<file path="config.mk">
export PLATFORM = sky130hd
export DESIGN_NAME = gp9001_cpu_port_flat
export DESIGN_NICKNAME = d
export VERILOG_FILES = /design/src/rtl/gp9001_cpu_port_if.sv /design/src/rtl/gp9001_cpu_port.sv /design/src/flat_wrapper.sv
export SDC_FILE = /design/constraint.sdc
export NUM_CORES = 1
export LEC_CHECK = 0
export BUFFER_PORTS_ARGS = -buffer_cell sky130_fd_sc_hd__buf_4
export CORE_UTILIZATION = 25
export DETAILED_ROUTE_END_ITERATION = 16
export PLACE_DENSITY = 0.41
export SLEW_MARGIN = 20
export SYNTH_ARGS = -nofsm -noshare
export SYNTH_HDL_FRONTEND = slang
export SYNTH_SLANG_ARGS = --single-unit
</file>
<file path="constraint.sdc">
create_clock -name i_clk -period 4.3 [get_ports i_clk]
set_input_delay 0 -clock i_clk [delete_from_list [all_inputs] [get_ports i_clk]]
set_output_delay 0 -clock i_clk [all_outputs]
set_load 0.01 [all_outputs]
</file>
<file path="src/rtl/gp9001_cpu_port_if.sv">
// rtl/gp9001_cpu_port_if.sv - 68K->GP9001 command bus with 4-phase CS/ACK handshake
interface gp9001_cpu_port_if;
    logic        cs;
    logic [15:0] din;
    logic        op_select_reg;
    logic        op_write_reg;
    logic        op_set_ram_ptr;
    logic        op_write_ram;
    logic        op_read_ram_h;
    logic        op_read_ram_l;
    logic        ack;
    logic [15:0] dout;

    modport master (
        output cs, din, op_select_reg, op_write_reg, op_set_ram_ptr,
               op_write_ram, op_read_ram_h, op_read_ram_l,
        input  ack, dout
    );

    modport slave (
        input  cs, din, op_select_reg, op_write_reg, op_set_ram_ptr,
               op_write_ram, op_read_ram_h, op_read_ram_l,
        output ack, dout
    );
endinterface

</file>
<file path="src/rtl/gp9001_cpu_port.sv">
// rtl/gp9001_cpu_port.sv - GP9001 CPU port: op decode, GCU register file, VRAM pointer and access
module gp9001_cpu_port #(
    parameter int NREGS  = 16,
    parameter int AW     = 14,
    parameter int RD_LAT = 2
) (
    input  logic                  i_clk,
    input  logic                  i_reset,
    gp9001_cpu_port_if.slave      bus,
    output logic [16*NREGS-1:0]   o_reg_file,
    output logic                  o_reg_wr_stb,
    output logic [7:0]            o_reg_wr_idx,
    output logic [AW-1:0]         o_vram_addr,
    output logic [15:0]           o_vram_dout,
    output logic                  o_vram_we,
    output logic                  o_vram_rd,
    input  logic [15:0]           i_vram_din
);

    typedef enum logic [1:0] {ST_IDLE, ST_RDWAIT, ST_DONE} state_t;

    localparam logic [8:0]    NREGS_W = 9'(NREGS);
    localparam logic [2:0]    LAT_W   = 3'(RD_LAT);
    localparam logic [AW-1:0] PTR_ONE = AW'(1);

    state_t        r_state;
    state_t        w_state_nxt;
    logic          r_ack;
    logic [15:0]   r_dout;
    logic [15:0]   r_regs [NREGS];
    logic          r_reg_wr_stb;
    logic [7:0]    r_reg_wr_idx;
    logic [7:0]    r_reg_idx;
    logic [AW-1:0] r_ptr;
    logic [2:0]    r_cnt;
    logic          r_rd_inc;

    logic [5:0]    w_ops;
    logic          w_req;
    logic          w_reg_ok;
    logic          w_sel;
    logic          w_wreg;
    logic          w_setp;
    logic          w_wram;
    logic          w_rd;

    assign w_ops = {bus.op_read_ram_l, bus.op_read_ram_h, bus.op_write_ram,
                    bus.op_set_ram_ptr, bus.op_write_reg, bus.op_select_reg};
    assign w_req    = bus.cs && !r_ack && (r_state == ST_IDLE) && !i_reset;
    assign w_reg_ok = ({1'b0, r_reg_idx} < NREGS_W);

    // Illegal op combinations still complete the handshake so the CPU bus never stalls.
    always_comb begin
        w_state_nxt = r_state;
        w_sel       = 1'b0;
        w_wreg      = 1'b0;
        w_setp      = 1'b0;
        w_wram      = 1'b0;
        w_rd        = 1'b0;
        unique case (r_state)
            ST_IDLE: begin
                if (w_req) begin
                    w_state_nxt = ST_DONE;
                    if ($onehot(w_ops)) begin
                        w_sel  = bus.op_select_reg;
                        w_wreg = bus.op_write_reg;
                        w_setp = bus.op_set_ram_ptr;
                        w_wram = bus.op_write_ram;
                        w_rd   = bus.op_read_ram_h | bus.op_read_ram_l;
                        if (w_rd) begin
                            w_state_nxt = ST_RDWAIT;
                        end
                    end
                end
            end
            ST_RDWAIT: begin
                if (r_cnt == LAT_W) begin
                    w_state_nxt = ST_DONE;
                end
            end
            ST_DONE: begin
                if (!bus.cs) begin
                    w_state_nxt = ST_IDLE;
                end
            end
            default: w_state_nxt = ST_IDLE;
        endcase
    end

    always_ff @(posedge i_clk) begin
        if (i_reset) begin
            r_state      <= ST_IDLE;
            r_ack        <= 1'b0;
            r_dout       <= 16'h0000;
            r_reg_wr_stb <= 1'b0;
            r_reg_wr_idx <= 8'h00;
            r_reg_idx    <= 8'h00;
            r_ptr        <= '0;
            r_cnt        <= 3'd0;
            r_rd_inc     <= 1'b0;
            for (int i = 0; i < NREGS; i++) begin
                r_regs[i] <= 16'h0000;
            end
        end else begin
            r_state      <= w_state_nxt;
            r_ack        <= (w_state_nxt == ST_DONE);
            r_reg_wr_stb <= 1'b0;
            if (w_sel) begin
                r_reg_idx <= bus.din[7:0];
            end
            if (w_wreg && w_reg_ok) begin
                r_reg_wr_stb <= 1'b1;
                r_reg_wr_idx <= r_reg_idx;
            end
            for (int i = 0; i < NREGS; i++) begin
                if (w_wreg && (r_reg_idx == 8'(i))) begin
                    r_regs[i] <= bus.din;
                end
            end
            if (w_setp) begin
                r_ptr <= bus.din[AW-1:0];
            end
            if (w_wram) begin
                r_ptr <= r_ptr + PTR_ONE;
            end
            if (w_rd) begin
                r_cnt    <= 3'd1;
                r_rd_inc <= bus.op_read_ram_l;
            end
            // r_cnt reaches RD_LAT exactly in the cycle VRAM data is valid.
            if (r_state == ST_RDWAIT) begin
                if (r_cnt == LAT_W) begin
                    r_dout <= i_vram_din;
                    if (r_rd_inc) begin
                        r_ptr <= r_ptr + PTR_ONE;
                    end
                end else begin
                    r_cnt <= r_cnt + 3'd1;
                end
            end
        end
    end

    for (genvar g = 0; g < NREGS; g++) begin : g_flat
        assign o_reg_file[16*g +: 16] = r_regs[g];
    end

    assign bus.ack      = r_ack;
    assign bus.dout     = r_dout;
    assign o_reg_wr_stb = r_reg_wr_stb;
    assign o_reg_wr_idx = r_reg_wr_idx;
    assign o_vram_addr  = r_ptr;
    assign o_vram_we    = w_wram;
    assign o_vram_rd    = w_rd;
    assign o_vram_dout  = w_wram ? bus.din : 16'h0000;

endmodule

</file>
<file path="src/flat_wrapper.sv">
// flat-port wrapper written by rule: the top's interface ports become plain ports
module gp9001_cpu_port_flat 
#(
    parameter int NREGS  = 16,
    parameter int AW     = 14,
    parameter int RD_LAT = 2
)
  (i_clk, i_reset, o_reg_file, o_reg_wr_stb, o_reg_wr_idx, o_vram_addr, o_vram_dout, o_vram_we, o_vram_rd, i_vram_din, bus_cs, bus_din, bus_op_select_reg, bus_op_write_reg, bus_op_set_ram_ptr, bus_op_write_ram, bus_op_read_ram_h, bus_op_read_ram_l, bus_ack, bus_dout);
  gp9001_cpu_port_if bus_i ();
  input  logic i_clk;
  input  logic i_reset;
  output logic [16*NREGS-1:0] o_reg_file;
  output logic o_reg_wr_stb;
  output logic [7:0] o_reg_wr_idx;
  output logic [AW-1:0] o_vram_addr;
  output logic [15:0] o_vram_dout;
  output logic o_vram_we;
  output logic o_vram_rd;
  input  logic [15:0] i_vram_din;
  input wire logic [$bits(bus_i.cs)-1:0] bus_cs;
  input wire logic [$bits(bus_i.din)-1:0] bus_din;
  input wire logic [$bits(bus_i.op_select_reg)-1:0] bus_op_select_reg;
  input wire logic [$bits(bus_i.op_write_reg)-1:0] bus_op_write_reg;
  input wire logic [$bits(bus_i.op_set_ram_ptr)-1:0] bus_op_set_ram_ptr;
  input wire logic [$bits(bus_i.op_write_ram)-1:0] bus_op_write_ram;
  input wire logic [$bits(bus_i.op_read_ram_h)-1:0] bus_op_read_ram_h;
  input wire logic [$bits(bus_i.op_read_ram_l)-1:0] bus_op_read_ram_l;
  output wire logic [$bits(bus_i.ack)-1:0] bus_ack;
  output wire logic [$bits(bus_i.dout)-1:0] bus_dout;
  assign bus_i.cs = bus_cs;
  assign bus_i.din = bus_din;
  assign bus_i.op_select_reg = bus_op_select_reg;
  assign bus_i.op_write_reg = bus_op_write_reg;
  assign bus_i.op_set_ram_ptr = bus_op_set_ram_ptr;
  assign bus_i.op_write_ram = bus_op_write_ram;
  assign bus_i.op_read_ram_h = bus_op_read_ram_h;
  assign bus_i.op_read_ram_l = bus_op_read_ram_l;
  assign bus_ack = bus_i.ack;
  assign bus_dout = bus_i.dout;
  gp9001_cpu_port #(.NREGS(NREGS), .AW(AW), .RD_LAT(RD_LAT)) u_core (.i_clk(i_clk), .i_reset(i_reset), .bus(bus_i), .o_reg_file(o_reg_file), .o_reg_wr_stb(o_reg_wr_stb), .o_reg_wr_idx(o_reg_wr_idx), .o_vram_addr(o_vram_addr), .o_vram_dout(o_vram_dout), .o_vram_we(o_vram_we), .o_vram_rd(o_vram_rd), .i_vram_din(i_vram_din));
endmodule
</file>
==> flow_summary.toml, run 1 <==
[grt]
grt_pass1_vias = 7939
track_usage_pct = 17.7
grt_pass1_wl_um = 59500
antenna_found_initial = 7
grt_max_degree = 50
overflow = 0

[synthesis]
yosysWarnings = 0
syn_nets = 877
synthArstFlopShare_pct = 0
ys.flop_type = "edfxtp_1"
ys_seq_area_share_pct = 74.3
synth_cells = 826
synth_edf_count = 256
avgSynthCellArea_um2 = 14.3
synth_area_um2 = 11800
ys_types = 53
synth_seq_cells = 310

[floorplanning]
start_util_pct = 25.4
rows = 79
die_h_um = 219
die_w_um = 219
io_pins = 355
die-area_um2 = 48100
core-area_um2 = 46600

[power]
combPwrFrac_pct = 8.6
peakVddDrop_mv = 0.217
swShare_pct = 23.9
p_sw_uw = 1700
power_density_nw_per_um2 = 425
clockPowerShare_pct = 42.8
p_leak_uw = 0.00678
pwr-share-seq_pct = 48.6
intPower_uw = 5420
totalPowerFinal_uw = 7120

[routing]
firstDrtPassIters = 5
via_per_inst = 4.33
ant_nets = 0
first_iter_violations = 471
vias = 8089
route.detailed.drc = 0
routed_wirelength_um = 43700
routedWlPerCell_um = 23.4

[sta]
setup_viol = 0
hold_viol_final = 0
fin_setup_tns_ps = 0
slew_headroom_pct = 49.2
finalCritPeriodShare_pct = 83.9
rsz0062_at_grt = "false"
worstMarginPinSlew_ps = 762
timing.fmax_mhz = 277
final-max-slew-violation-count = 0
clock_skew_ps = 11.0
fin_crit_ps = 3610

[clock_network]
ctsLongestPathBuffers = 3
cts_made_buffers = 37
clockRootBuffer = "clkbuf_16"
clock_latency_ps = 550
htree_num_levels = 2
clock-sinks = 310
cts_tree = "built"
cts_resized = 0
clk_pin_slew_ps = 60

[layout]
final_common_cell = "buf_4"
fin_nets = 1279
stdcell_area_um2 = 16700
multiInputGateArea_um2 = 2800
areaGrowthSynthToFinish_pct = 41.9
regArea_um2 = 8770
fin_cells = 1867
num-fill-cells = 4550
most-common-layout-cells = "buf_4 (371), edfxtp_1 (256), and2_1 (171), nand2_1 (59), dfxtp_1 (54)"
drive_gt1_share_pct = 35.2

[critical_path]
crit_path_start = "bus_op_set_ram_ptr"
crit_path_top_delay_cell = "dlygate4sd3_1"
path_cells = "dlygate4sd3_1 -> buf_4 -> ha_1 -> inv_1 -> fa_1 -> inv_1 -> ha_1 -> nor2_1 -> and4_1 -> buf_4 -> a21boi_4 -> or4_1 -> a31oi_1 -> dlygate4sd3_1"
worstPathMaxFanout = 36
cp-end-kind = "flip-flop"
start_kind = "input port"
crit_path_max_incr_delay_ps = 560
r2r-start = "u_core.r_cnt[0]"
cp.arrival_ps = 4100
critPathRequiredTime_ps = 4790
path_class = "in -> reg"

[place]
dpl_cell_area_um2 = 15200
portBuffers = 354
gp_congestion = 0.761
dp_hpwl_um = 29900
placedCellCount = 1753

[worst_hold_path]
hp-class = "in -> reg"
hp-start = "bus_op_write_ram"

[job]
cap_viol_max_count = 0

[run_status]
run_status = "complete, no violations"
-- layout make-up --
| class | count | share of cell area (%) |
|---|---|---|
| timing repair buffer | 414 | 19.2 |
| tap | 607 | 4.53 |
| inverter | 11 | 0.247 |
| sequential | 310 | 52.3 |
| antenna | 3 | 0.0448 |
| multi-input combinational | 454 | 16.7 |
| clock inverter | 21 | 1.18 |
| clock buffer | 47 | 5.75 |
-- worst max-delay path: cells and delay by family --
family                     cells  cell delay [ps]
AOI/OAI and AO/OA              2              390
buffers and inverters          6             1740
and+or+nand+nor                3             1070
adders and majority gates      3              870
-- power groups by stage --
stage          logic (uW)  clock network (uW)  registers (uW)
2_1_floorplan         146                   0            3570
3_3_place_gp          597                   0            3520
3_5_place_dp          597                   0            3520
4_1_cts               628                3130            3460
5_1_grt               656                3240            3470
6_report              610                3050            3460
-- cells by family (layout without fill, tap and decap cells) --
family,Yosys count,after routing,synth area share [%]
xor+xnor,3,3,0.223
flops,310,310,74.3
simple gates,363,363,17.5
other cells,0,3,0
buf+inv,62,493,2.15
mux,9,9,0.784
fa+ha+maj,10,10,1.19
compound gates,69,69,3.87
-- path summary, 6_finish.rpt --
path	endpoint	cells past startpoint	slack [ps]
setup / recovery	u_core.o_vram_addr[11]	14	690
hold / removal	u_core.o_vram_addr[1]	4	90
setup reg to reg	u_core.o_vram_addr[11]	8	1230
hold reg to reg	u_core.r_reg_idx[6]	2	460
-- cell usage after synthesis, drive strengths merged, types with 2 or more instances --
library cell	count	area, um2
dfxtp	54	1080
nand2b	4	25.0
clkbuf	44	165
inv	11	41.3
nor4	2	12.5
or2	12	75.1
o21ai	4	20.0
a21oi	29	145
a31o	2	17.5
a21boi	3	33.8
nand3	17	85.1
or4	3	22.5
a211oi	3	22.5
mux2i	7	70.1
nor3b	2	26.3
xnor2	2	17.5
a22oi	2	15.0
mux2	2	22.5
edfxtp	256	7690
nand4	10	62.6
a221oi	2	17.5
ha	8	100
buf	7	47.6
o21bai	3	22.5
fa	2	40.0
a21o	2	15.0
and4	2	17.5
and3	20	125
a311oi	5	43.8
nor3	4	30.0
nand2	59	221
o211ai	4	30.0
nor2	30	113
nor2b	22	138
a31oi	6	37.5
and2	171	1070
-- flip-flops by register name (all words and copies together), names as in the netlist --
signal / count
u_core.bus.ack: 1
u_core.bus.dout: 16
u_core.o_reg_wr_idx: 8
u_core.o_reg_wr_stb: 1
u_core.o_vram_addr: 14
u_core.r_cnt: 3
u_core.r_rd_inc: 1
u_core.r_reg_idx: 8
u_core.r_regs: 256
u_core.r_state: 2
-- metal layers --
| metal | vias to the layer above | part of all wire [%] | global-route usage [%] |
|---|---|---|---|
| met3 | 68 | 6.3 | 4.55 |
| li1 | 3751 | - | - |
| met2 | 288 | 48 | 29.0 |
| met1 | 3982 | 43 | 22.7 |
| met5 | - | 0 | 0 |
| met4 | 0 | 2.6 | 5.60 |
-- through the flow --
| stage | hold WS (ps) | util (%) | setup slack [ps] |
|---|---|---|---|
| 2_1_floorplan | 136 | - | 1170 |
| 3_3_place_gp | 248 | 32.5 | 969 |
| 3_5_place_dp | 255 | 32.5 | 906 |
| 4_1_cts | 47.4 | 36.0 | 793 |
| 5_1_grt | 120 | 36.0 | 470 |
| 6_report | 93.9 | 36.0 | 692 |
-- timing repair --
action	in CTS	in global routing
setup buffers	0	0
hold buffers	43	0
endpoints found under the hold margin	151	0
endpoints found under the setup margin	0	0
(Power assumes the default switching activity.)
==> run 2, diff against run 1 <==
- clock period: 4.3 -> 3.73 ns (I/O delays scaled with it)
==> flow_summary.toml, run 2 (same netlist as run 1, synthesis figures left out) <==
[power]
peakVddDrop_mv = 0.285
totalPowerFinal_uw = 8330
p_leak_uw = 0.00693
power_density_nw_per_um2 = 491

[worst_hold_path]
whs_path_depth = 4
min_to = "u_core.o_vram_addr[9]"
hp-start = "bus_op_write_ram"
hp-class = "in -> reg"

[layout]
regMostFlops = "u_core.r_regs"
areaGrowthSynthToFinish_pct = 43.8
largest_register_ffs = 256
fin_nets = 1298
drive_gt1_share_pct = 35.3
most-common-layout-cells = "buf_4 (374), edfxtp_1 (256), and2_1 (171), nand2_1 (59), dlygate4sd3_1 (59)"
diodes = 0
final_common_cell = "buf_4"
stdcell_area_um2 = 17000

[sta]
hold_viol_final = 0
rsz0062_at_grt = "false"
finalCritPeriodShare_pct = 94.1
clock_skew_ps = 17.2
slew_headroom_pct = 53.1
fin_crit_ps = 3510
timing.fmax_mhz = 285
worstMarginPinSlew_ps = 702
setup_viol = 0
fin_setup_tns_ps = 0
holdWs_ps = 61.3
final-max-slew-violation-count = 0

[floorplanning]
core-area_um2 = 46600
die-area_um2 = 48100
die_w_um = 219
start_util_pct = 25.4
io_pins = 355
rows = 79
die_h_um = 219

[routing]
first_iter_violations = 457
ant_nets = 0
route.detailed.drc = 0
vias = 8110
via_per_inst = 4.31
firstDrtPassIters = 5
routed_wirelength_um = 42100
routedWlPerCell_um = 22.3

[place]
gp_congestion = 0.742
portBuffers = 354
dp_hpwl_um = 29200
dpl_cell_area_um2 = 15200

[clock_network]
clockRootBuffer = "clkbuf_16"
cts_setup_buffers = 0
clock-sinks = 310
clock_latency_ps = 550
cts_made_buffers = 37
cts_resized = 0
clk_pin_slew_ps = 60
ctsLongestPathBuffers = 3
htree_num_levels = 2
cts_tree = "built"

[critical_path]
cpMostUsedCell = "dlygate4sd3_1"
cp_num_buf_inv = 7
crit_path_max_incr_delay_ps = 570
reg2reg_slack_ps = 1010
r2r_end = "u_core.r_reg_idx[1]"
path_cells = "dlygate4sd3_1 -> buf_4 -> ha_1 -> inv_1 -> fa_1 -> inv_1 -> ha_1 -> nor2_1 -> and4_1 -> buf_4 -> nand3_1 -> dlygate4sd3_1 -> a21oi_1 -> dlygate4sd3_1"
crit_path_top_delay_cell = "dlygate4sd3_1"
path_delay_family = "buffers and inverters"
start_kind = "input port"
cp-end-kind = "flip-flop"
r2r_cells = 7
critPathRequiredTime_ps = 4220
worstPathMaxFanout = 36
cp.arrival_ps = 4000
path_class = "in -> reg"
r2r-start = "u_core.r_state[0]"

[grt]
grt_pass1_vias = 8148
grt_pass1_wl_um = 58400
antenna_found_initial = 5
grt_max_degree = 44
overflow = 0
track_usage_pct = 17.1

[job]
cap_viol_max_count = 0

[run_status]
run_status = "complete, no violations"
run 2: changes by cell type in the layout (fill, tap and decap cells not counted), moves of 2 or more:
cell / delta
clkinv_2: +2
diode_2: -3
buf_4: +3
dlygate4sd3_1: +16
clkinv_1: -5
run 2: report_power, final:
part           total, uW  internal [uW]  switching (uW)
sequential          3980           3910            73.7
clock               3650           2190            1460
combinational        699            290             409
total               8330           6390            1940
run 2: cell type report:
type                    count  area (um2)
fillers                  4505       29600
well taps                 607         759
clock inverters            18         213
flip-flops and latches    310        8770
clock buffers              50        1010
inverters                  11        41.3
multi-input cells         454        2800
repair buffers            433        3400
run 2: worst max-delay path by stage:
stage                     slack (ps)                   end                from  cells after the start
final                            220   u_core.r_reg_idx[1]  bus_op_set_ram_ptr                     14
after detailed placement         640  u_core.r_regs[0][75]    bus_op_write_ram                     11
after floorplan                  600  u_core.r_regs[1][32]   bus_op_read_ram_l                     13
after global routing              50   u_core.r_reg_idx[1]   bus_op_read_ram_l                     15
after CTS                        330   u_core.r_reg_idx[1]  bus_op_set_ram_ptr                     14
after global placement           690  u_core.r_regs[0][12]    bus_op_write_ram                     11
run 2: layer usage:
layer / part of all wire [%] / global-route usage [%] / up-vias
met5: 0 / 0 / -
met4: 1.6 / 4.00 / 0
met3: 6.3 / 4.49 / 47
met2: 50 / 29.1 / 235
met1: 42 / 21.6 / 4052
li1: - / - / 3776
run 2: worst min-delay path, delay by kind of cell:
| family | cells | cell delay [ps] |
|---|---|---|
| simple gates | 2 | 250 |
| buf+inv | 1 | 230 |
| compound gates | 1 | 70 |
run 2: repair_timing:
action	in CTS	in global routing
setup endpoints to repair	0	0
hold buffers	59	0
endpoints found under the hold margin	190	0
run 2: per-stage QoR:
stage               util (%)  std cells  setup slack, ps
CTS                     36.5       1883              329
global route            36.5       1883             47.3
global placement        32.6       1756              687
finish                  36.5       1883              219
detailed placement      32.6       1756              638
floorplan                  -        826              599
